<file path="src/rtl/ysyx_22041405_pkg.sv">
// ysyx_22041405_pkg: shared IFU state encoding and constants
package ysyx_22041405_pkg;
  typedef enum logic [1:0] {
    IDLE = 2'd0,
    REQ  = 2'd1,
    WAIT = 2'd2
  } ifu_state_e;
  localparam logic [31:0] RESET_PC = 32'h8000_0000;
  localparam logic [31:0] INST_NOP = 32'h0000_0013;
endpackage

</file>
<file path="src/rtl/ysyx_22041405_ifu_fifo.sv">
// ysyx_22041405_ifu_fifo: synchronous {inst,pc} FIFO with flush and combinational head read
module ysyx_22041405_ifu_fifo #(
  parameter int WIDTH = 32,
  parameter int DEPTH = 2
) (
  input  logic                    clk,
  input  logic                    rst,
  input  logic                    flush,
  input  logic                    push,
  input  logic                    pop,
  input  logic [WIDTH-1:0]        push_inst,
  input  logic [WIDTH-1:0]        push_pc,
  output logic [WIDTH-1:0]        head_inst,
  output logic [WIDTH-1:0]        head_pc,
  output logic [$clog2(DEPTH):0]  count
);
  localparam int AW = $clog2(DEPTH);
  logic [WIDTH-1:0] inst_mem [DEPTH];
  logic [WIDTH-1:0] pc_mem [DEPTH];
  logic [AW-1:0] rd, wr;
  always_ff @(posedge clk)
    if (push && !flush) begin
      inst_mem[wr] <= push_inst;
      pc_mem[wr] <= push_pc;
    end
  always_ff @(posedge clk or negedge rst)
    if (!rst) begin
      rd <= '0;
      wr <= '0;
      count <= '0;
    end else if (flush) begin
      rd <= '0;
      wr <= '0;
      count <= '0;
    end else begin
      wr <= wr + AW'(push);
      rd <= rd + AW'(pop);
      count <= count + (AW+1)'(push) - (AW+1)'(pop);
    end
  // empty buffer presents zeros so decode never sees stale entries
  assign head_inst = count != '0 ? inst_mem[rd] : '0;
  assign head_pc = count != '0 ? pc_mem[rd] : '0;
endmodule

</file>
<file path="src/rtl/ysyx_22041405_ifu.sv">
// ysyx_22041405_ifu: PC, single-outstanding imem fetch FSM and 2-entry instruction buffer.
// Optional performance counters enabled with IFU_PERF_CNT_EN.
module ysyx_22041405_ifu #(
  parameter int               WIDTH      = 32,
  parameter logic [WIDTH-1:0] RESET_PC   = ysyx_22041405_pkg::RESET_PC,
  parameter int               FIFO_DEPTH = 2
) (
  input  logic             clk,
  input  logic             rst,
  output logic             imem_req_valid,
  input  logic             imem_req_ready,
  output logic [WIDTH-1:0] imem_req_addr,
  input  logic             imem_rsp_valid,
  input  logic [WIDTH-1:0] imem_rsp_data,
  input  logic             redirect_valid,
  input  logic [WIDTH-1:0] redirect_pc,
  output logic             inst_valid,
  input  logic             inst_ready,
  output logic [WIDTH-1:0] inst,
  output logic [WIDTH-1:0] inst_pc
`ifdef IFU_PERF_CNT_EN
  ,
  output logic [63:0]      perf_fetch_cnt,
  output logic [31:0]      perf_flush_cnt,
  output logic [31:0]      perf_stall_cnt
`endif
);
  import ysyx_22041405_pkg::*;
  localparam int CW = $clog2(FIFO_DEPTH) + 1;
  ifu_state_e state;
  logic [WIDTH-1:0] pc, req_pc, redirect_al;
  logic [CW-1:0] count;
  logic drop, hs, push, pop, space_next;
  assign redirect_al = redirect_pc & ~WIDTH'(3);
  assign hs = imem_req_valid & imem_req_ready;
  assign imem_req_valid = state == REQ;
  assign imem_req_addr = pc;
  assign inst_valid = count != '0;
  assign pop = inst_valid & inst_ready & ~redirect_valid;
  assign push = (state == WAIT) & imem_rsp_valid & ~drop & ~redirect_valid;
  assign space_next = (count + CW'(push) - CW'(pop)) < CW'(FIFO_DEPTH);
  ysyx_22041405_ifu_fifo #(.WIDTH(WIDTH), .DEPTH(FIFO_DEPTH)) u_fifo (
    .clk(clk),
    .rst(rst),
    .flush(redirect_valid),
    .push(push),
    .pop(pop),
    .push_inst(imem_rsp_data),
    .push_pc(req_pc),
    .head_inst(inst),
    .head_pc(inst_pc),
    .count(count)
  );
  // a request accepted in the redirect cycle is still in flight, so its response is marked for drop
  always_ff @(posedge clk or negedge rst)
    if (!rst) begin
      state <= IDLE;
      pc <= RESET_PC;
      req_pc <= '0;
      drop <= 1'b0;
    end else if (redirect_valid) begin
      pc <= redirect_al;
      if (state == WAIT) begin
        state <= imem_rsp_valid ? REQ : WAIT;
        drop <= ~imem_rsp_valid;
      end else if (hs) begin
        state <= WAIT;
        drop <= 1'b1;
      end else state <= REQ;
    end else if (state == IDLE) state <= space_next ? REQ : IDLE;
    else if (state == REQ && hs) begin
      req_pc <= pc;
      pc <= pc + WIDTH'(4);
      state <= WAIT;
    end else if (state == WAIT && imem_rsp_valid) begin
      drop <= 1'b0;
      state <= space_next ? REQ : IDLE;
    end
`ifdef IFU_PERF_CNT_EN
  always_ff @(posedge clk or negedge rst)
    if (!rst) begin
      perf_fetch_cnt <= '0;
      perf_flush_cnt <= '0;
      perf_stall_cnt <= '0;
    end else begin
      if (push && !(&perf_fetch_cnt)) perf_fetch_cnt <= perf_fetch_cnt + 64'd1;
      if (redirect_valid && !(&perf_flush_cnt)) perf_flush_cnt <= perf_flush_cnt + 32'd1;
      if (!inst_valid && state != IDLE && !(&perf_stall_cnt)) perf_stall_cnt <= perf_stall_cnt + 32'd1;
    end
`endif
endmodule
</file>
<file path="config.mk">
export PLATFORM = sky130hd
export DESIGN_NAME = ysyx_22041405_ifu
export DESIGN_NICKNAME = d
export VERILOG_FILES = /design/src/rtl/ysyx_22041405_pkg.sv /design/src/rtl/ysyx_22041405_ifu_fifo.sv /design/src/rtl/ysyx_22041405_ifu.sv
export SDC_FILE = /design/constraint.sdc
export NUM_CORES = 1
export LEC_CHECK = 0
export BUFFER_PORTS_ARGS = -buffer_cell sky130_fd_sc_hd__buf_2
export CAP_MARGIN = 10
export CORE_ASPECT_RATIO = 1.5
export CORE_MARGIN = 2
export CORE_UTILIZATION = 25
export CTS_CLUSTER_SIZE = 40
export DETAILED_ROUTE_END_ITERATION = 8
export PLACE_DENSITY_LB_ADDON = 0.2
export SETUP_SLACK_MARGIN = 0.5
export SKIP_CTS_REPAIR_TIMING = 1
export SLEW_MARGIN = 5
export SYNTH_ARGS = -nofsm -noshare
export SYNTH_HDL_FRONTEND = slang
export SYNTH_HIERARCHICAL = 1
export SYNTH_SLANG_ARGS = --single-unit
</file>
<file path="constraint.sdc">
create_clock -name clk -period 6.7 [get_ports clk]
set_input_delay 0.67 -clock clk [delete_from_list [all_inputs] [get_ports clk]]
set_output_delay 0.67 -clock clk [all_outputs]
set_load 0.02 [all_outputs]
</file>
After elaboration in Yosys (flattened, before gate mapping)
Memories as Yosys holds them, arrays and structs flattened. Index checks and enable logic that the tools add are counted.

Register bits after elaboration: 71. Bits in latches: 0. RAM bits: 128. Bits in read-only memories: 0. Input bits: 70. Output and inout bits: 98. Word-level logic and storage cells: 66. Memories: 2.

Memories: u_fifo.inst_mem (depth 2, width 32, rd ports 1, clocked after memory_dff 0, wr ports 1, RTL line ysyx_22041405_ifu_fifo.sv:18) `logic [WIDTH-1:0] inst_mem [DEPTH];`; u_fifo.pc_mem (depth 2, width 32, rd ports 1, clocked after memory_dff 0, wr ports 1, RTL line ysyx_22041405_ifu_fifo.sv:19) `logic [WIDTH-1:0] pc_mem [DEPTH];`.

$add $sub $neg: 5. Multipliers: 0. Div/mod/pow operators: 0. $lt $le $gt $ge: 1. Eq/ne operators: 5. Shift operators: 0. Mux-type cells: 24. Bitwise gates (word level): 10. Reductions and logical operators: 12.

Operators by type and width (number): 2-to-1 mux 32 bit (5); adder 32 x 3 -> 32 bit (second input constant) (1); 2-to-1 mux 2 bit (8); 2-to-1 mux 1 bit (11); bitwise AND 1 bit (6); nonzero test 2 bit (3); inequality test 2 bit (second input constant) (2); inverter 1 bit (4); AND reduction 4 bit (1); nonzero test 4 bit (1); logical AND 1 bit (3); inequality test 3 x 1 -> 1 bit (second input constant) (1); AND reduction 3 bit (1); adder 1 bit (2); adder 2 x 1 -> 2 bit (1); == test 2 x 1 -> 1 bit (second input constant) (1); == test 2 bit (second input constant) (1); logical NOT 2 bit (1); < comparator 2 bit (second input constant) (1); AND reduction 2 bit (1); subtractor 2 x 1 -> 2 bit (1); logical NOT 1 bit (1).

Logic depth before layout (Yosys ltp)
Depth after elaboration: 12. Depth in mapped cells: 9. Gate-level depth less buffers: 9.

By module
Netlist, hierarchy kept.

Modules (own cells, without submodules): ysyx_22041405_ifu_fifo (times used 1, cells an instance 287, area each 5057.4 µm², seq. area each 3943.8 µm²); ysyx_22041405_ifu (times used 1, cells an instance 290, area each 3088.0 µm², seq. area each 1577.8 µm²).

Least setup slack after synthesis
No wires, ideal clock.

Path type: input to register. From: input redirect_valid. To: memory u_fifo.inst_mem[1][0], enable pin. Library setup time: 0.579 ns. Data arrival time: 5.990 ns. Data required time: 6.121 ns. Path slack: 0.131 ns. Cell stages on the path: 4. Path buffers: 1. Cells stage by stage: clkbuf_1 > nor3_1 > inv_1 > nor3b_1.

Longest elaborated chain between the ends: 5. Elaborated cells between the ends (all ways): 6. Those cells by class: 2 x mux; 2 x bitwise; 2 x reduce/logical.

RTL lines: start, declared (RTL line ysyx_22041405_ifu.sv:15) `input logic redirect_valid,`; inverter 1 bit (no line); bitwise AND 1 bit (RTL line ysyx_22041405_ifu.sv:40) `assign push = (state == WAIT) & imem_rsp_valid & ~drop & ~redirect_valid;`; net push (RTL line ysyx_22041405_ifu.sv:33) `logic drop, hs, push, pop, space_next;`; logical AND 1 bit (RTL line ysyx_22041405_ifu_fifo.sv:22) `if (push && !flush) begin`; 2-to-1 mux 1 bit (RTL line ysyx_22041405_ifu_fifo.sv:22); 2-to-1 mux 1 bit (implied by the code) (RTL line ysyx_22041405_ifu_fifo.sv:23) `inst_mem[wr] <= push_inst;`; end, declared (RTL line ysyx_22041405_ifu_fifo.sv:18).

The timed path passes the listed nets, and every way through them passes these cells.

Final worst setup path
From: input redirect_valid. To: register state[0].

Elaborated cells between the ends (all ways): 12. Those cells by class: 2 x add/sub; 1 x order compare; 5 x mux; 3 x bitwise; 1 x reduce/logical.

RTL lines: inverter 1 bit (no line) (*); bitwise AND 1 bit (*) (RTL line ysyx_22041405_ifu.sv:39) `assign pop = inst_valid & inst_ready & ~redirect_valid;`; net pop (RTL line ysyx_22041405_ifu.sv:33); subtractor 2 x 1 -> 2 bit (*) (RTL line ysyx_22041405_ifu.sv:41) `assign space_next = (count + CW'(push) - CW'(pop)) < CW'(FIFO_DEPTH);`; < comparator 2 bit (*) (RTL line ysyx_22041405_ifu.sv:41); 2-to-1 mux 1 bit (*) (RTL line ysyx_22041405_ifu.sv:70, ysyx_22041405_ifu.sv:77); 2-to-1 mux 2 bit (RTL line ysyx_22041405_ifu.sv:75) `end else if (state == WAIT && imem_rsp_valid) begin`; 2-to-1 mux 2 bit (RTL line ysyx_22041405_ifu.sv:71) `else if (state == REQ && hs) begin`; 2-to-1 mux 2 bit (*) (RTL line ysyx_22041405_ifu.sv:70) `end else if (state == IDLE) state <= space_next ? REQ : IDLE;`; 2-to-1 mux 2 bit (*) (RTL line ysyx_22041405_ifu.sv:61) `end else if (redirect_valid) begin`; end signal, assigned (RTL line ysyx_22041405_ifu.sv:64) `state <= imem_rsp_valid ? REQ : WAIT;`; end signal, assigned (RTL line ysyx_22041405_ifu.sv:70); end signal, assigned (RTL line ysyx_22041405_ifu.sv:77) `state <= space_next ? REQ : IDLE;`; end, declared (RTL line ysyx_22041405_ifu.sv:30) `ifu_state_e state;`.

Mark *: on every way through the listed nets, which the timed path passes. The rest lies on a longest branch. The select of a mux whose other input is x is not followed. A chain may end at the register's enable or synchronous reset.

==> summary.md <==
| Metric | Value |
|---|---|
| Worst-margin pin slew | a little over 1 ns |
| Core box area | 0.0323 mm^2 |
| FF-to-FF Start | state[0] |
| TNS Setup | 0 ns |
| Ant diodes | 0 |
| Critical path class | primary input to register |
| Critical path launch point type | primary input |
| Area leader, netlist | edfxtp_1 |
| Post-route ant nets | 0 |
| Post-synthesis sequential area ratio | 67.8% |
| Share of cells above drive strength 1 | 31.8% |
| Hold Path End | u_fifo/inst_mem[0][29] |
| Final setup fails | 0 |
| Crit path required time | 7.08 ns |
| Synthesized area per cell | 14.1 um^2 |
| Die area | 0.0341 mm^2 |
| DP Area | 0.00937 mm^2 |
| Cell leakage power | 3.74 nW |
| Critical path's largest stage delay | 1.03 ns |
| PD cells | 303 mW/mm^2 |
| CP endpoint kind | register |
| CTS buffer count | 17 |
| Initial antenna violation count | 0 |
| Post-synth EDFFs | 128 |
| HP Class | primary input to register |
| Gr ovfl total | 0 |
| Clock sink total | 195 |
| Critical path, cell by cell | buf_2, clkinv_1, and3_1, ha_1, nor2b_1, xnor2_1, o22ai_1, a21oi_1 |
| Vias in the first global route | 4925 |
| Syn Inst Count | just under 600 |
| Drt initial violations | 245 |
| First-pass GRT wire length | 29200 um |
| R2R setup slack | between 4 and 5 ns |
| Die Y-Extent | around 230 um |
| GP Congestion | 0.764 |
| Area grow syn2layout | 22.8% |
| Starting Density | 25.2% |
| Synth Warn # | 6 |
| Overall routed net length | 19200 um |
| Clk buf depth | 2 |
| Pre-Repair DR Iteration Count | 4 |
| Tcrit/Tclk final | between 40% and 50% |
| Worst-path clk slew | 0.07 ns |
| CTS tree | yes |
| Skew final | 0.0133 ns |
| Mapped Area | 0.00815 mm^2 |
| FF+latch count, synth | 195 |
| Slowest-stage cell, CP | clkinv_1 |
| Peak fanout along the critical path | 37 |
| IO Count | 168 |
| RSZ-0062 raised after global routing | false |
| Clock Latency Late Sink | 0.45 ns |
| Worst vdd rail ir drop | 129 uV |
| Synth area leaders | edfxtp_1 (47%), dfrtp_1 (20%), mux2i_1 (8.0%), mux2_2 (4.3%), nor2_1 (4.0%) |
| Post-DP HPWL | roughly 13000 um |
| Die width | about 150 um |
| Vias post-DR | 5035 |
| Row Count | 81 |
| Final Hold Vio Count | 0 |
| Fmax | ~310 MHz |
| Unique cell type count in the Yosys netlist | 45 |
| Remaining DRCs | 0 |
| Status | finished clean |
| Root buffer cell | clkbuf_16 |
| Largest net degree at the start of global routing | 68 |
| Post-synth top area share | 47.2% |
| Worst rel slew slack | between 30% and 40% |
| Drt via density | between 4 and 5 |
| H-tree levels | 4 |
| Routed length per instance | 16.5 um |
| Post-layout instance area | 0.0100 mm^2 |
| Asr flop ratio synth | 34.4% |
| Minimum clock period | approximately 3.3 ns |
| Reg2reg end | u_fifo/inst_mem[1][20] |
| Slew Limit Fails | 0 |
| Gr usage total | a little under an eighth |
| Max-Cap Viols | 0 |
| Most frequently used flop master after synthesis | edfxtp_1 |
| Hold depth | 1 |
| R2R cell count | 6 |
| Worst EP arrival | 3.64 ns |
| Port buffer count | 163 |
| Worst hold start | imem_rsp_data[29] |
| Nets@finish | 813 |
## cell type report
class / instances / area [um^2]
repair buffers: 169 / 861
inverters: 10 / 37.5
fillers: 3279 / 22300
flip-flops and latches: 195 / 5530
clock inverters: 14 / 203
well taps: 415 / 519
multi-input cells: 346 / 2430
clock buffers: 18 / 429
## kinds of logic (layout without fill, tap and decap cells)
kind of cell / Yosys count / count (layout) / share of synthesized area, %
adders and majority gates: 4 / 4 / 0.614
other: 1 / 6 / 0.0460
DFF: 195 / 195 / 67.8
AOI/OAI and AO/OA: 54 / 54 / 4.25
xor gates and xnor gates: 15 / 15 / 1.78
buffers and inverters: 41 / 211 / 3.00
muxes: 96 / 96 / 12.3
and+or+nand+nor: 171 / 171 / 10.2
## cells in the mapped netlist (9+ instances only)
cell type / n
a31oi_1: 17
clkbuf_1: 11
dfrtp_1: 66
edfxtp_1: 128
inv_1: 9
mux2_2: 31
mux2i_1: 65
nand2_1: 23
nor2_1: 87
o21ai_0: 16
o31ai_1: 14
or4_1: 14
xnor2_1: 9
## worst max path at each step
| stage | from | endpoint | cells after the start |
|---|---|---|---|
| floorplan | redirect_valid | u_fifo/inst_mem[1][0] | 4 |
| global placement | redirect_valid | state[0] | 8 |
| detailed placement | redirect_valid | state[0] | 8 |
| CTS | redirect_valid | state[0] | 8 |
| global route | redirect_valid | state[0] | 8 |
| finish | redirect_valid | state[0] | 8 |
## routing by layer
metal  vias up  GRT usage [%]  wire length, um
li1       2449              -                -
met5         -              0                0
met2       114           19.2             9720
met4         0           4.82              308
met3        14           2.85              782
met1      2458           14.4             8410
## sequential cells by signal, indices dropped and copies added, names as in the netlist
name             cells
imem_req_addr       30
state                2
u_fifo/wr            1
u_fifo/rd            1
u_fifo/count         2
drop                 1
req_pc              30
u_fifo/pc_mem       64
u_fifo/inst_mem     64
## report_power, final
| part | switching [mW] | leakage, nW | total, mW | internal (mW) |
|---|---|---|---|---|
| clock | 0.464 | 0.306 | 1.10 | 0.632 |
| combinational | 0.185 | 1.50 | 0.352 | 0.167 |
| sequential | 0.125 | 1.93 | 1.59 | 1.46 |
## worst max-delay path, delay by kind of cell
kind	cells	cell delay [ns]
AO/OA/AOI/OAI	2	0.27
AND/OR/NAND/NOR	2	0.65
buffers and inverters	2	1.59
XOR/XNOR	1	0.14
adder cells (fa/ha/maj)	1	0.31
## per-stage QoR
stage / std cells / util [%] / setup slack (ns) / hold slack (ns) / total power, mW
2_1_floorplan: 582 / - / 2.39 / 0.374 / 1.82
4_1_cts: 1167 / 30.9 / 3.37 / 0.375 / 3.09
5_1_grt: 1167 / 30.9 / 3.10 / 0.384 / 3.19
6_report: 1167 / 30.9 / 3.44 / 0.415 / 3.04
3_5_place_dp: 1135 / 29.0 / 2.89 / 0.452 / 1.97
3_3_place_gp: 1135 / 29.0 / 2.88 / 0.447 / 1.96
## layout by cell type, fill, tap and decap left out, types with 2 or more instances in the layout
cell	instances
nand4_1	8
buf_4	6
conb_1	6
xnor2_1	9
inv_1	9
o21ai_0	16
xor2_1	5
ha_1	4
nand3_1	7
nand2b_1	2
or3_1	4
dfrtp_1	65
and2_1	2
clkbuf_16	17
nand2_1	23
clkinv_1	2
clkinv_4	3
edfxtp_1	128
mux2i_1	65
nor4_1	4
a31oi_1	17
inv_8	2
inv_6	2
buf_2	163
or4_1	14
nor3_1	2
and3_1	4
and4_1	3
bufinv_16	4
nor2b_1	2
o31a_1	5
o31ai_1	14
mux2_2	31
nor2_1	86
(Power assumes the default switching activity.)
